==> src/rtl/alu_ex_result_stage_pkg.sv <==
// Shared definitions for the ALU execute-result stage: result selects, trap FSM
// encoding, the buffered entry layout and the compare-resolution helper.
package alu_ex_result_stage_pkg;

  localparam logic [1:0] SEL_SUM = 2'd0;
  localparam logic [1:0] SEL_EQ  = 2'd1;
  localparam logic [1:0] SEL_NE  = 2'd2;
  localparam logic [1:0] SEL_LT  = 2'd3;

  localparam int EX_DW = 32;
  localparam int EX_RW = 5;

  typedef enum logic [0:0] {
    ST_RUN  = 1'b0,
    ST_TRAP = 1'b1
  } ex_state_e;

  // Entry as held in the skid buffer, MSB first: {result, rd, wr_en}
  typedef struct packed {
    logic [EX_DW-1:0] result;
    logic [EX_RW-1:0] rd;
    logic             wr_en;
  } ex_entry_t;

  // Signed LT uses the true sign (sum MSB corrected by overflow); unsigned LT is a borrow
  function automatic logic lt_resolve(input logic sign, input logic neg,
                                      input logic ovf, input logic sub);
    logic lt;
    if (sign) begin
      lt = neg ^ ovf;
    end else begin
      lt = sub & ovf;
    end
    return lt;
  endfunction

endpackage

==> src/rtl/alu_ex_result_stage_ex_skid_buf.sv <==
// Generic 2-entry valid/ready skid buffer: the main register drives the outputs,
// the skid register absorbs one entry while the consumer stalls.
module ex_skid_buf #(
  parameter int PW = 8
) (
  input  logic          clk,
  input  logic          reset,
  input  logic          i_flush,
  input  logic          i_valid,
  input  logic [PW-1:0] i_data,
  input  logic          i_ready,
  output logic          o_valid,
  output logic [PW-1:0] o_data,
  output logic          o_skid_full,
  output logic          o_skid_full_nxt
);

  logic          r_main_v;
  logic [PW-1:0] r_main_d;
  logic          r_skid_v;
  logic [PW-1:0] r_skid_d;
  logic          w_push;
  logic          w_pop;
  logic          w_main_v_nxt;
  logic [PW-1:0] w_main_d_nxt;
  logic          w_skid_v_nxt;
  logic [PW-1:0] w_skid_d_nxt;

  // Next-state selection; a push is only honoured while the skid slot is free
  always_comb begin
    w_push       = i_valid & ~r_skid_v;
    w_pop        = r_main_v & i_ready;
    w_main_v_nxt = r_main_v;
    w_main_d_nxt = r_main_d;
    w_skid_v_nxt = r_skid_v;
    w_skid_d_nxt = r_skid_d;
    if (i_flush) begin
      w_main_v_nxt = 1'b0;
      w_skid_v_nxt = 1'b0;
    end else if (!r_main_v || w_pop) begin
      if (r_skid_v) begin
        w_main_v_nxt = 1'b1;
        w_main_d_nxt = r_skid_d;
        w_skid_v_nxt = 1'b0;
      end else if (w_push) begin
        w_main_v_nxt = 1'b1;
        w_main_d_nxt = i_data;
      end else begin
        w_main_v_nxt = 1'b0;
      end
    end else if (w_push) begin
      w_skid_v_nxt = 1'b1;
      w_skid_d_nxt = i_data;
    end else begin
      w_skid_v_nxt = r_skid_v;
    end
  end

  // Main and skid registers
  always_ff @(posedge clk or posedge reset) begin
    if (reset) begin
      r_main_v <= 1'b0;
      r_main_d <= {PW{1'b0}};
      r_skid_v <= 1'b0;
      r_skid_d <= {PW{1'b0}};
    end else begin
      r_main_v <= w_main_v_nxt;
      r_main_d <= w_main_d_nxt;
      r_skid_v <= w_skid_v_nxt;
      r_skid_d <= w_skid_d_nxt;
    end
  end

  assign o_valid         = r_main_v;
  assign o_data          = r_main_d;
  assign o_skid_full     = r_skid_v;
  assign o_skid_full_nxt = w_skid_v_nxt;

endmodule

==> src/rtl/alu_ex_result_stage.sv <==
// Execute-to-memory stage: resolves compare results and overflow traps from the
// adder outputs, buffers results in a skid buffer and holds traps until acknowledged.
module alu_ex_result_stage
  import alu_ex_result_stage_pkg::*;
#(
  parameter int DW = EX_DW,
  parameter int RW = EX_RW
) (
  input  logic          clk,
  input  logic          reset,
  input  logic          in_valid,
  output logic          in_ready,
  input  logic [DW-1:0] in_sum,
  input  logic          in_zero,
  input  logic          in_ovf,
  input  logic          in_neg,
  input  logic          in_sign,
  input  logic          in_sub,
  input  logic [1:0]    in_sel,
  input  logic          in_trap_en,
  input  logic [RW-1:0] in_rd,
  input  logic          in_wr_en,
  input  logic [31:0]   in_pc,
  input  logic          flush,
  output logic          out_valid,
  input  logic          out_ready,
  output logic [DW-1:0] out_result,
  output logic [RW-1:0] out_rd,
  output logic          out_wr_en,
  output logic          exc_req,
  output logic [31:0]   exc_pc,
  input  logic          exc_ack
);

  localparam int PW = DW + RW + 1;

  logic [DW-1:0] w_result;
  logic          w_lt;
  logic          w_trap;
  logic          w_acc;
  logic          w_push;
  logic          w_trap_take;
  logic          w_run_nxt;
  logic          w_skid_full;
  logic          w_skid_full_nxt;
  logic [PW-1:0] w_main_d;
  ex_state_e     r_state;
  logic          r_in_ready;
  logic          r_exc_req;
  logic [31:0]   r_exc_pc;

  // Result and trap resolution; a flushed input neither stores nor traps
  always_comb begin
    w_lt = lt_resolve(in_sign, in_neg, in_ovf, in_sub);
    case (in_sel)
      SEL_SUM: w_result = in_sum;
      SEL_EQ:  w_result = {{(DW-1){1'b0}}, in_zero};
      SEL_NE:  w_result = {{(DW-1){1'b0}}, ~in_zero};
      SEL_LT:  w_result = {{(DW-1){1'b0}}, w_lt};
      default: w_result = in_sum;
    endcase
    w_trap      = in_trap_en & in_sign & in_ovf & (in_sel == SEL_SUM);
    w_acc       = in_valid & r_in_ready;
    w_push      = w_acc & ~w_trap & ~flush;
    w_trap_take = w_acc & w_trap & ~flush;
  end

  // Whether the FSM will be in RUN after this edge, used to pre-compute in_ready
  always_comb begin
    case (r_state)
      ST_RUN:  w_run_nxt = ~w_trap_take;
      ST_TRAP: w_run_nxt = exc_ack;
      default: w_run_nxt = 1'b1;
    endcase
  end

  // Trap FSM with registered exception outputs and registered in_ready
  always_ff @(posedge clk or posedge reset) begin
    if (reset) begin
      r_state    <= ST_RUN;
      r_exc_req  <= 1'b0;
      r_exc_pc   <= 32'd0;
      r_in_ready <= 1'b1;
    end else begin
      r_in_ready <= ~w_skid_full_nxt & w_run_nxt;
      case (r_state)
        ST_RUN: begin
          if (w_trap_take) begin
            r_state   <= ST_TRAP;
            r_exc_req <= 1'b1;
            r_exc_pc  <= in_pc;
          end else begin
            r_state   <= ST_RUN;
          end
        end
        ST_TRAP: begin
          if (exc_ack) begin
            r_state   <= ST_RUN;
            r_exc_req <= 1'b0;
          end else begin
            r_state   <= ST_TRAP;
          end
        end
        default: begin
          r_state   <= ST_RUN;
          r_exc_req <= 1'b0;
        end
      endcase
    end
  end

  ex_skid_buf #(
    .PW (PW)
  ) u_skid (
    .clk             (clk),
    .reset           (reset),
    .i_flush         (flush),
    .i_valid         (w_push),
    .i_data          ({w_result, in_rd, in_wr_en}),
    .i_ready         (out_ready),
    .o_valid         (out_valid),
    .o_data          (w_main_d),
    .o_skid_full     (w_skid_full),
    .o_skid_full_nxt (w_skid_full_nxt)
  );

  assign in_ready   = r_in_ready;
  assign out_result = w_main_d[PW-1 -: DW];
  assign out_rd     = w_main_d[RW:1];
  assign out_wr_en  = w_main_d[0];
  assign exc_req    = r_exc_req;
  assign exc_pc     = r_exc_pc;

  // Skid occupancy is already folded into r_in_ready; kept visible for debug probes
  logic w_unused_ok;
  assign w_unused_ok = w_skid_full;

endmodule

==> config.mk <==
export PLATFORM = sky130hd
export DESIGN_NAME = alu_ex_result_stage
export DESIGN_NICKNAME = d
export VERILOG_FILES = /design/src/rtl/alu_ex_result_stage_pkg.sv /design/src/rtl/alu_ex_result_stage_ex_skid_buf.sv /design/src/rtl/alu_ex_result_stage.sv
export SDC_FILE = /design/constraint.sdc
export NUM_CORES = 1
export LEC_CHECK = 0
export ABC_CLOCK_PERIOD_IN_PS = 13300
export CAP_MARGIN = 25
export CORE_UTILIZATION = 50
export DETAILED_ROUTE_END_ITERATION = 12
export GPL_ROUTABILITY_DRIVEN = 0
export PLACE_DENSITY = 0.94
export SYNTH_ARGS = -nofsm -noshare
export SYNTH_HDL_FRONTEND = slang
export SYNTH_SLANG_ARGS = --single-unit
==> constraint.sdc <==
create_clock -name clk -period 13.3 [get_ports clk]
set_input_delay 3.99 -clock clk [delete_from_list [all_inputs] [get_ports clk]]
set_output_delay 3.99 -clock clk [all_outputs]
set_load 0.02 [all_outputs]
## After elaboration in Yosys (flattened, before gate mapping)

Index checks and enable logic that the tools add are counted.

- Register bits: 113
- Input bits: 84
- Output and inout bits: 73

- Equal/unequal tests: 5
- Mux-type cells: 18
- Bitwise gates (word level): 21
- Reductions and logical operators: 9

Operator list:

| kind | number |
|---|---|
| 32-bit one-hot mux with 4 select lines | 1 |
| 38-bit 2-to-1 mux | 2 |
| 1-bit AND | 12 |
| 1-bit 2-to-1 mux | 12 |
| 1-bit inverter | 8 |
| 1-bit one-hot mux with 2 select lines | 3 |
| 3-bit AND reduction | 2 |
| 2-bit == test (second input constant) | 2 |
| 2-bit != test (second input constant) | 2 |
| 2-bit AND reduction | 2 |
| 2-bit nonzero test | 2 |
| 2-bit by 1-bit == test with 1-bit output (second input constant) | 1 |
| 2-bit zero test | 1 |
| 1-bit zero test | 1 |
| 1-bit logical OR | 1 |
| 1-bit bitwise XOR | 1 |

## Depth between registers and ports, before layout

Gate-level depths: netlist of the first run.

- Word-level depth: 12
- Gate-level depth with buffers: 7
- Depth with buffers taken out: 4

## By module

Synthesis of the first run repeated with hierarchy kept, for this count alone.

- Cell total of the unflattened synthesis: 340
- Area, all modules: 5124.9 um2

Modules (own cells, without submodules):

| module | times used | cells an instance | area an instance (um2) |
|---|---|---|---|
| ex_skid_buf | 1 | 212 | 3408.3 |
| alu_ex_result_stage | 1 | 128 | 1716.6 |

## Least setup slack after synthesis of the first run

OpenSTA, ideal clock, no wires.

- Path kind: input port to flip-flop
- From: in in_trap_en
- To: reg r_exc_pc[10], in the netlist exc_pc[10]
- Arrival time: 5.175 ns
- Data required time: 13.175 ns
- Setup slack: 8.000 ns
- Stages on the path: 6
- Buffers on the path: 2
- Cell sequence: and3_4 > nand2_1 > or3_1 > buf_6 > buf_8 > mux2_4

- Word-level cells in the longest chain between the ends: 6

RTL lines:

| what | line | RTL |
|---|---|---|
| from (decl) | alu_ex_result_stage.sv:20 | `input logic in_trap_en,` |
| 1-bit AND (3 in a row) | alu_ex_result_stage.sv:62 | `w_trap = in_trap_en & in_sign & in_ovf & (in_sel == SEL_SUM);` |
| 1-bit AND (2 in a row) | alu_ex_result_stage.sv:65 | `w_trap_take = w_acc & w_trap & ~flush;` |
| 2-bit AND reduction (no line) | -- |  |
| to (signal assigned) | alu_ex_result_stage.sv:91 | `r_exc_pc <= in_pc;` |
| to (decl) | alu_ex_result_stage.sv:50 | `logic [31:0] r_exc_pc;` |

Every way passes these cells.
A chain may end at the register's enable or synchronous reset.

## Worst setup path in the final report of the first run

- From: in in_sel[0]
- To: reg r_exc_pc[20], in the netlist exc_pc[20]

- Word-level cells in the longest chain between the ends: 5

RTL lines:

| what | line | RTL |
|---|---|---|
| from (decl) | alu_ex_result_stage.sv:19 | `input logic [1:0] in_sel,` |
| 2-bit zero test | alu_ex_result_stage.sv:62 |  |
| 1-bit AND | alu_ex_result_stage.sv:62 |  |
| 1-bit AND (2 in a row) | alu_ex_result_stage.sv:65 |  |
| 2-bit AND reduction (no line) | -- |  |

Every way passes these cells.

==> flow_summary_export.csv, run 1 <==
group,metric,value,unit
status,run_status,"complete, no violations",
power_and_ir_drop,switching_power,0.0002989,W
final_layout,drive_gt1_frac,0.1475,
placed_design,dpl_ws,6684,ps
global_route,grt_overflow,0,
global_route,grt_use_met3,0.05710,
timing,relSlewSlack,0.4771,
final_layout,fillerInstances,589,
setup_path,critical_path_fanouts_max,33,
global_route,grt_use_met2,0.4568,
timing,final.min_clock_period,5923,ps
detailed_routing,post_drt_wl_per_cell,18.70,µm
yosys,yosysUniqueCellTypes,34,
final_layout,synthToLayoutAreaGrowth,48.59,%
clock_tree,cts_root_buf,"sky130_fd_sc_hd__clkbuf_8",
floorplan,die_y,100.4,µm
clock_tree,tritoncts,"built",
floorplan,rows,35,
yosys,yosysTopAreaCell,"sky130_fd_sc_hd__dfrtp_1",
yosys,asr_flop_ratio_synth,1.000,
power_and_ir_drop,combinationalPowerShare,0.196,
setup_path,timing.critical_path.required,13690,ps
yosys,synthFlopType,"sky130_fd_sc_hd__dfrtp_1",
floorplan,initial_utilization,0.5190,
power_and_ir_drop,totalPowerFinal,0.001193,W
min_path,hp-class,"register to register",
clock_tree,clk_pin_slew,60,ps
yosys,synthTopCellsByArea,"sky130_fd_sc_hd__dfrtp_1, sky130_fd_sc_hd__mux2_4, sky130_fd_sc_hd__nand2_1",
timing,setup_violations,0,
floorplan,core_area,9328,µm²
power_and_ir_drop,internal-power,0.0008940,W
flow_run,max-cap-violations,0,
floorplan,io_pins,157,
placed_design,dp_hpwl,8083,µm
clock_tree,quantity_of_gates_resized_following_cts,0,
global_route,first_global_vias,4098,
yosys,synth-seq-cells,113,
yosys,top_count_cell_post_synth,"sky130_fd_sc_hd__dfrtp_1",
timing,count_of_endpoints_failing_hold_in_the_final_timing_report,0,
detailed_routing,vias,3884,
yosys,number_of_flops_mapped_to_enable_cells_by_yosys,0,
timing,post-route-worst-setup-slack,7377,ps
setup_path,end_kind,"register",
timing,sum_of_negative_setup_slack,0,ps
detailed_routing,antenna_left,0,
power_and_ir_drop,sw_frac_of_total,0.2506,
clock_tree,clock_path_buffers,2,
timing,setup_repair_after_global_routing_missed_its_margin,"false",
detailed_routing,totalWireLength,13310,µm
timing,max_clock_freq,168.8,MHz
floorplan,die_w,100.4,µm
yosys,synthTopCellsByCount,"sky130_fd_sc_hd__dfrtp_1, sky130_fd_sc_hd__nand2_1, sky130_fd_sc_hd__o211ai_1, sky130_fd_sc_hd__o21a_1, sky130_fd_sc_hd__o21ai_0",
global_route,global_route_wire_length_before_repair,20460,µm
global_route,grt_start_max_net_pins,85,
power_and_ir_drop,fraction_of_power_consumed_by_sequential_logic,0.361,
final_layout,final_core_utilization,0.7712,
detailed_routing,routed_via_density,5.455,
clock_tree,clock_insertion_delay_worst_skew,510,ps
yosys,synth.yosys.warnings,0,
setup_path,setup.worst_path.class,"input pin to register",
yosys,synth_fp_nets,502,
timing,timing_worst_slew_pin_value,784.4,ps
detailed_routing,first_iter_violations,212,
yosys,synth_top_area_frac,0.5790,
final_layout,insertedDiodeCount,0,
power_and_ir_drop,power_frac_clock,0.443,
yosys,synth_sequential_area_ratio,0.5844,
clock_tree,cts_hold_repair.buffers,0,
setup_path,worst-endpoint-arrival,6320,ps
timing,fin_crit_sh,0.4453,
yosys,gate_count_post_synth,418,
final_layout,nNetsFinal,654,
power_and_ir_drop,power_per_cell_area,165.8,nW/µm²
setup_path,critPathLaunchType,"input pin",
clock_tree,postCtsSetupRepairBufs,0,
power_and_ir_drop,ir_drop,0.09036,mV
yosys,avgSynthCellArea,11.58,µm²
clock_tree,cts_sinks,113,
clock_tree,cts.htree.levels,4,
clock_tree,cts_made_buffers,17,
detailed_routing,detailedRoute.firstPassIterationCount,4,
global_route,number_of_antenna_violations_at_the_first_check_in_global_routing,0,
power_and_ir_drop,power.static_leakage,3.066,nW
yosys,total_standard_cell_area_after_synthesis,4841,µm²
detailed_routing,route.detailed.drc,0,
global_route,busiest_layer,"met2",
global_route,groute.layer.met1.usage,0.3308,
timing,clock_skew,8.825,ps
global_route,groute.usage.overall,0.2708,
placed_design,port_buffers,156,
timing,timing_max_transition_violations_final,0,
floorplan,die-area,10080,µm²
[through the flow]
step                      hold slack (ps)  cells  cell area (µm²)
after detailed placement            471.0    677             6431
after floorplan                     449.7    418             4841
after global placement              462.0    677             6431
after CTS                           482.9    709             7126
after global routing                500.9    712             7193
final                               478.3    712             7193
[layout make-up]
cell class / count / area [µm²] / area share
sequential: 113 / 2830 / 0.3935
multi-input combinational: 274 / 1842 / 0.2560
timing repair buffer: 163 / 1659 / 0.2306
clock buffer: 23 / 496.7 / 0.06906
clock inverter: 9 / 197.7 / 0.02748
tap: 129 / 161.4 / 0.02244
inverter: 1 / 6.256 / 0.0008697
[worst max-delay path, stage by stage]
cell	delay [ps]
sky130_fd_sc_hd__clkdlybuf4s50_1	530
sky130_fd_sc_hd__nor2_2	130
sky130_fd_sc_hd__buf_4	350
sky130_fd_sc_hd__nand2_1	150
sky130_fd_sc_hd__or3_2	580
sky130_fd_sc_hd__buf_12	230
sky130_fd_sc_hd__mux2_4	330
[final timing paths]
path                                           from  cells after the start  slack (ps)                  end
worst max register to register   u_skid.o_skid_full                      6       10500     u_skid.o_data[8]
worst min register to register  u_skid.r_skid_d[15]                      2         480  u_skid.r_skid_d[15]
max in group asynchronous                     reset                      4        8470             in_ready
min in group asynchronous                     reset                      2        3840           exc_pc[25]
worst min-delay path            u_skid.r_skid_d[15]                      2         480  u_skid.r_skid_d[15]
worst max-delay path                      in_sel[0]                      7        7380           exc_pc[20]
[flip-flops by register name, summed over array words and instances, names as in the netlist]
signal              flops
exc_req                 1
r_state                 1
in_ready                1
exc_pc                 32
u_skid.r_skid_d        38
u_skid.o_skid_full      1
u_skid.o_data          38
u_skid.o_valid          1
[cells by family (layout without fill, tap and decap cells)]
kind of cell / Yosys count / count (layout) / share of synthesized area
and+or+nand+nor: 118 / 118 / 0.09822
buffers and inverters: 31 / 196 / 0.03567
muxes: 45 / 45 / 0.1241
DFF: 113 / 113 / 0.5844
AOI/OAI and AO/OA: 111 / 111 / 0.1577
[power by group through the flow]
stage,Combinational [W],Clock (W),Sequential (W)
after floorplan,0.0000711,0,0.000471
after global placement,0.000222,0,0.000429
after detailed placement,0.000230,0,0.000432
final,0.000234,0.000529,0.000430
after global routing,0.000248,0.000546,0.000435
after CTS,0.000233,0.000532,0.000429
[per-layer routing]
metal | wire (µm) | up-vias | share of wire
met5 | 0 | - | 0
met4 | 512 | 0 | 0.038
met3 | 555 | 53 | 0.042
met2 | 6905 | 158 | 0.52
met1 | 5339 | 1907 | 0.40
li1 | - | 1766 | -
[layout by cell type, fill, tap and decap left out]
cell type and instances:
sky130_fd_sc_hd__clkbuf_8 7, sky130_fd_sc_hd__a211oi_1 1, sky130_fd_sc_hd__mux2_4 27, sky130_fd_sc_hd__nand2b_1 2
sky130_fd_sc_hd__nand2_1 100, sky130_fd_sc_hd__clkbuf_16 16, sky130_fd_sc_hd__mux2i_1 6, sky130_fd_sc_hd__o311a_1 1
sky130_fd_sc_hd__nor2_1 7, sky130_fd_sc_hd__dfrtp_2 1, sky130_fd_sc_hd__a2111oi_4 1, sky130_fd_sc_hd__clkdlybuf4s50_1 156
sky130_fd_sc_hd__a31oi_1 3, sky130_fd_sc_hd__bufinv_16 6, sky130_fd_sc_hd__a311o_1 1, sky130_fd_sc_hd__nand3b_1 1
sky130_fd_sc_hd__dfrtp_1 111, sky130_fd_sc_hd__nor3_1 2, sky130_fd_sc_hd__dfstp_2 1, sky130_fd_sc_hd__a2111o_2 1
sky130_fd_sc_hd__buf_16 1, sky130_fd_sc_hd__a21oi_1 8, sky130_fd_sc_hd__nor2_2 1, sky130_fd_sc_hd__inv_4 1
sky130_fd_sc_hd__o22a_1 1, sky130_fd_sc_hd__clkinv_2 2, sky130_fd_sc_hd__or2b_1 1, sky130_fd_sc_hd__mux2_2 12
sky130_fd_sc_hd__buf_12 2, sky130_fd_sc_hd__o21ai_0 31, sky130_fd_sc_hd__buf_4 4, sky130_fd_sc_hd__or3_2 1
sky130_fd_sc_hd__clkinvlp_4 1, sky130_fd_sc_hd__o211ai_1 31, sky130_fd_sc_hd__nor2b_1 2, sky130_fd_sc_hd__o21a_1 31
sky130_fd_sc_hd__o2111ai_1 1, sky130_fd_sc_hd__and3_4 1
Power figures use the tool's default switching activity.
==> run 2, diff against run 1 <==
ABC_CLOCK_PERIOD_IN_PS = 5500   (was 13300)
CORE_UTILIZATION = 46   (was 50)
PLACE_DENSITY = 0.88   (was 0.94)
clock period = 5.5 ns   (was 13.3 ns; I/O delays follow)
==> flow_summary_export.csv, run 2 (synthesized netlist as in run 1, its figures left out) <==
group,metric,value,unit
status,run_status,"complete, no violations",
final_layout,area_of_all_placed_cells_without_fillers,7078,µm²
detailed_routing,route.detailed.drc,0,
floorplan,io_pins,157,
clock_tree,quantity_of_gates_resized_following_cts,0,
detailed_routing,vias,3737,
detailed_routing,post_drt_wl_per_cell,16.71,µm
floorplan,initial_utilization,0.4710,
clock_tree,clk_pin_slew,60,ps
timing,relSlewSlack,0.3075,
global_route,groute.usage.overall,0.2367,
final_layout,layout_commonest_cell,"sky130_fd_sc_hd__clkdlybuf4s50_1",
timing,max_clock_freq,263.4,MHz
clock_tree,cts.htree.levels,4,
setup_path,critPathLaunchType,"input pin",
timing,clock_skew,14.05,ps
setup_path,setup.worst_path.class,"input pin to register",
flow_run,max-cap-violations,0,
placed_design,dp_hpwl,7810,µm
final_layout,synthToLayoutAreaGrowth,46.21,%
detailed_routing,detailedRoute.firstPassIterationCount,6,
clock_tree,cts_root_buf,"sky130_fd_sc_hd__clkbuf_8",
timing,final.min_clock_period,3796,ps
power_and_ir_drop,ir_drop,0.3113,mV
final_layout,mostFrequentLayoutCells,"sky130_fd_sc_hd__clkdlybuf4s50_1, sky130_fd_sc_hd__dfrtp_1, sky130_fd_sc_hd__nand2_1",
placed_design,port_buffers,156,
detailed_routing,antenna_left,0,
floorplan,die_w,104.6,µm
final_layout,nNetsFinal,653,
timing,timing_worst_slew_pin_value,1039,ps
clock_tree,cts_sinks,113,
clock_tree,cts_made_buffers,17,
detailed_routing,first_iter_violations,149,
final_layout,drive_gt1_frac,0.1409,
floorplan,die-area,10940,µm²
detailed_routing,totalWireLength,12000,µm
global_route,grt_overflow,0,
floorplan,core_area,10280,µm²
global_route,grt_start_max_net_pins,87,
timing,sum_of_negative_setup_slack,0,ps
timing,count_of_endpoints_failing_hold_in_the_final_timing_report,0,
timing,timing_max_transition_violations_final,0,
min_path,hp-class,"register to register",
setup_path,worst-endpoint-arrival,4190,ps
power_and_ir_drop,power.static_leakage,3.004,nW
clock_tree,clock_insertion_delay_worst_skew,520,ps
detailed_routing,routed_via_density,5.205,
timing,fin_crit_sh,0.6903,
global_route,global_route_wire_length_before_repair,19810,µm
placed_design,dpl_ws,1156,ps
timing,setup_repair_after_global_routing_missed_its_margin,"false",
setup_path,critical_path_fanouts_max,35,
timing,setup_violations,0,
clock_tree,clock_path_buffers,2,
floorplan,rows,37,
power_and_ir_drop,power_per_cell_area,379.6,nW/µm²
timing,post-route-worst-setup-slack,1704,ps
clock_tree,postCtsSetupRepairBufs,0,
global_route,number_of_antenna_violations_at_the_first_check_in_global_routing,0,
floorplan,die_y,104.6,µm
final_layout,insertedDiodeCount,0,
global_route,first_global_vias,4062,
setup_path,timing.critical_path.required,5900,ps
timing,final.hold.worst_slack,478.4,ps
final_layout,final_core_utilization,0.6887,
placed_design,placed_area,6440,µm²
clock_tree,tritoncts,"built",
setup_path,end_kind,"register",
clock_tree,cts_hold_repair.buffers,0,
## run 2: cell count changes in the layout (fill, tap and decap cells not counted), sizes merged
cell      delta
buf          -1
bufinv       -2
clkbuf       -3
clkinv       +4
clkinvlp     +1
## run 2: final cells by class
type | instances | area [µm²]
inverter | 1 | 6.256
clock buffer | 20 | 425.4
multi-input combinational | 274 | 1842
clock inverter | 12 | 165.2
sequential | 113 | 2830
fill | 724 | 3199
timing repair buffer | 162 | 1639
tap | 136 | 170.2
## run 2: metrics by stage
stage / std cells / total power [W]
2_1_floorplan: 418 / 0.001312
3_3_place_gp: 684 / 0.001575
3_5_place_dp: 684 / 0.001599
4_1_cts: 716 / 0.002708
5_1_grt: 718 / 0.002796
6_report: 718 / 0.002687
## run 2: worst max-delay path: stages
cell,delay (ps)
sky130_fd_sc_hd__clkdlybuf4s50_1,520
sky130_fd_sc_hd__nor2_2,470
sky130_fd_sc_hd__nand2_1,140
sky130_fd_sc_hd__or3_2,920
sky130_fd_sc_hd__mux2_4,460
## run 2: worst paths after layout
kind / start / to / slack (ps) / cells past startpoint
max: in_sel[0] / exc_pc[25] / 1700 / 5
min reg2reg: u_skid.r_skid_d[18] / u_skid.r_skid_d[18] / 480 / 2
min: u_skid.r_skid_d[18] / u_skid.r_skid_d[18] / 480 / 2
min in group asynchronous: reset / exc_pc[20] / 1420 / 2
max in group asynchronous: reset / u_skid.r_skid_d[13] / 3050 / 4
max reg2reg: u_skid.o_skid_full / u_skid.o_data[22] / 2560 / 6
## run 2: routing by layer
| layer | track usage | wire length (µm) |
|---|---|---|
| met5 | 0 | 0 |
| met2 | 0.4073 | 6567 |
| met3 | 0.06550 | 433 |
| met4 | 0.1107 | 163 |
| met1 | 0.2739 | 4836 |
## run 2: power by group
group	switching [W]	internal [W]
Sequential	0.0000757	0.000960
Combinational	0.000255	0.000303
Clock	0.000364	0.000729
Total	0.000695	0.00199
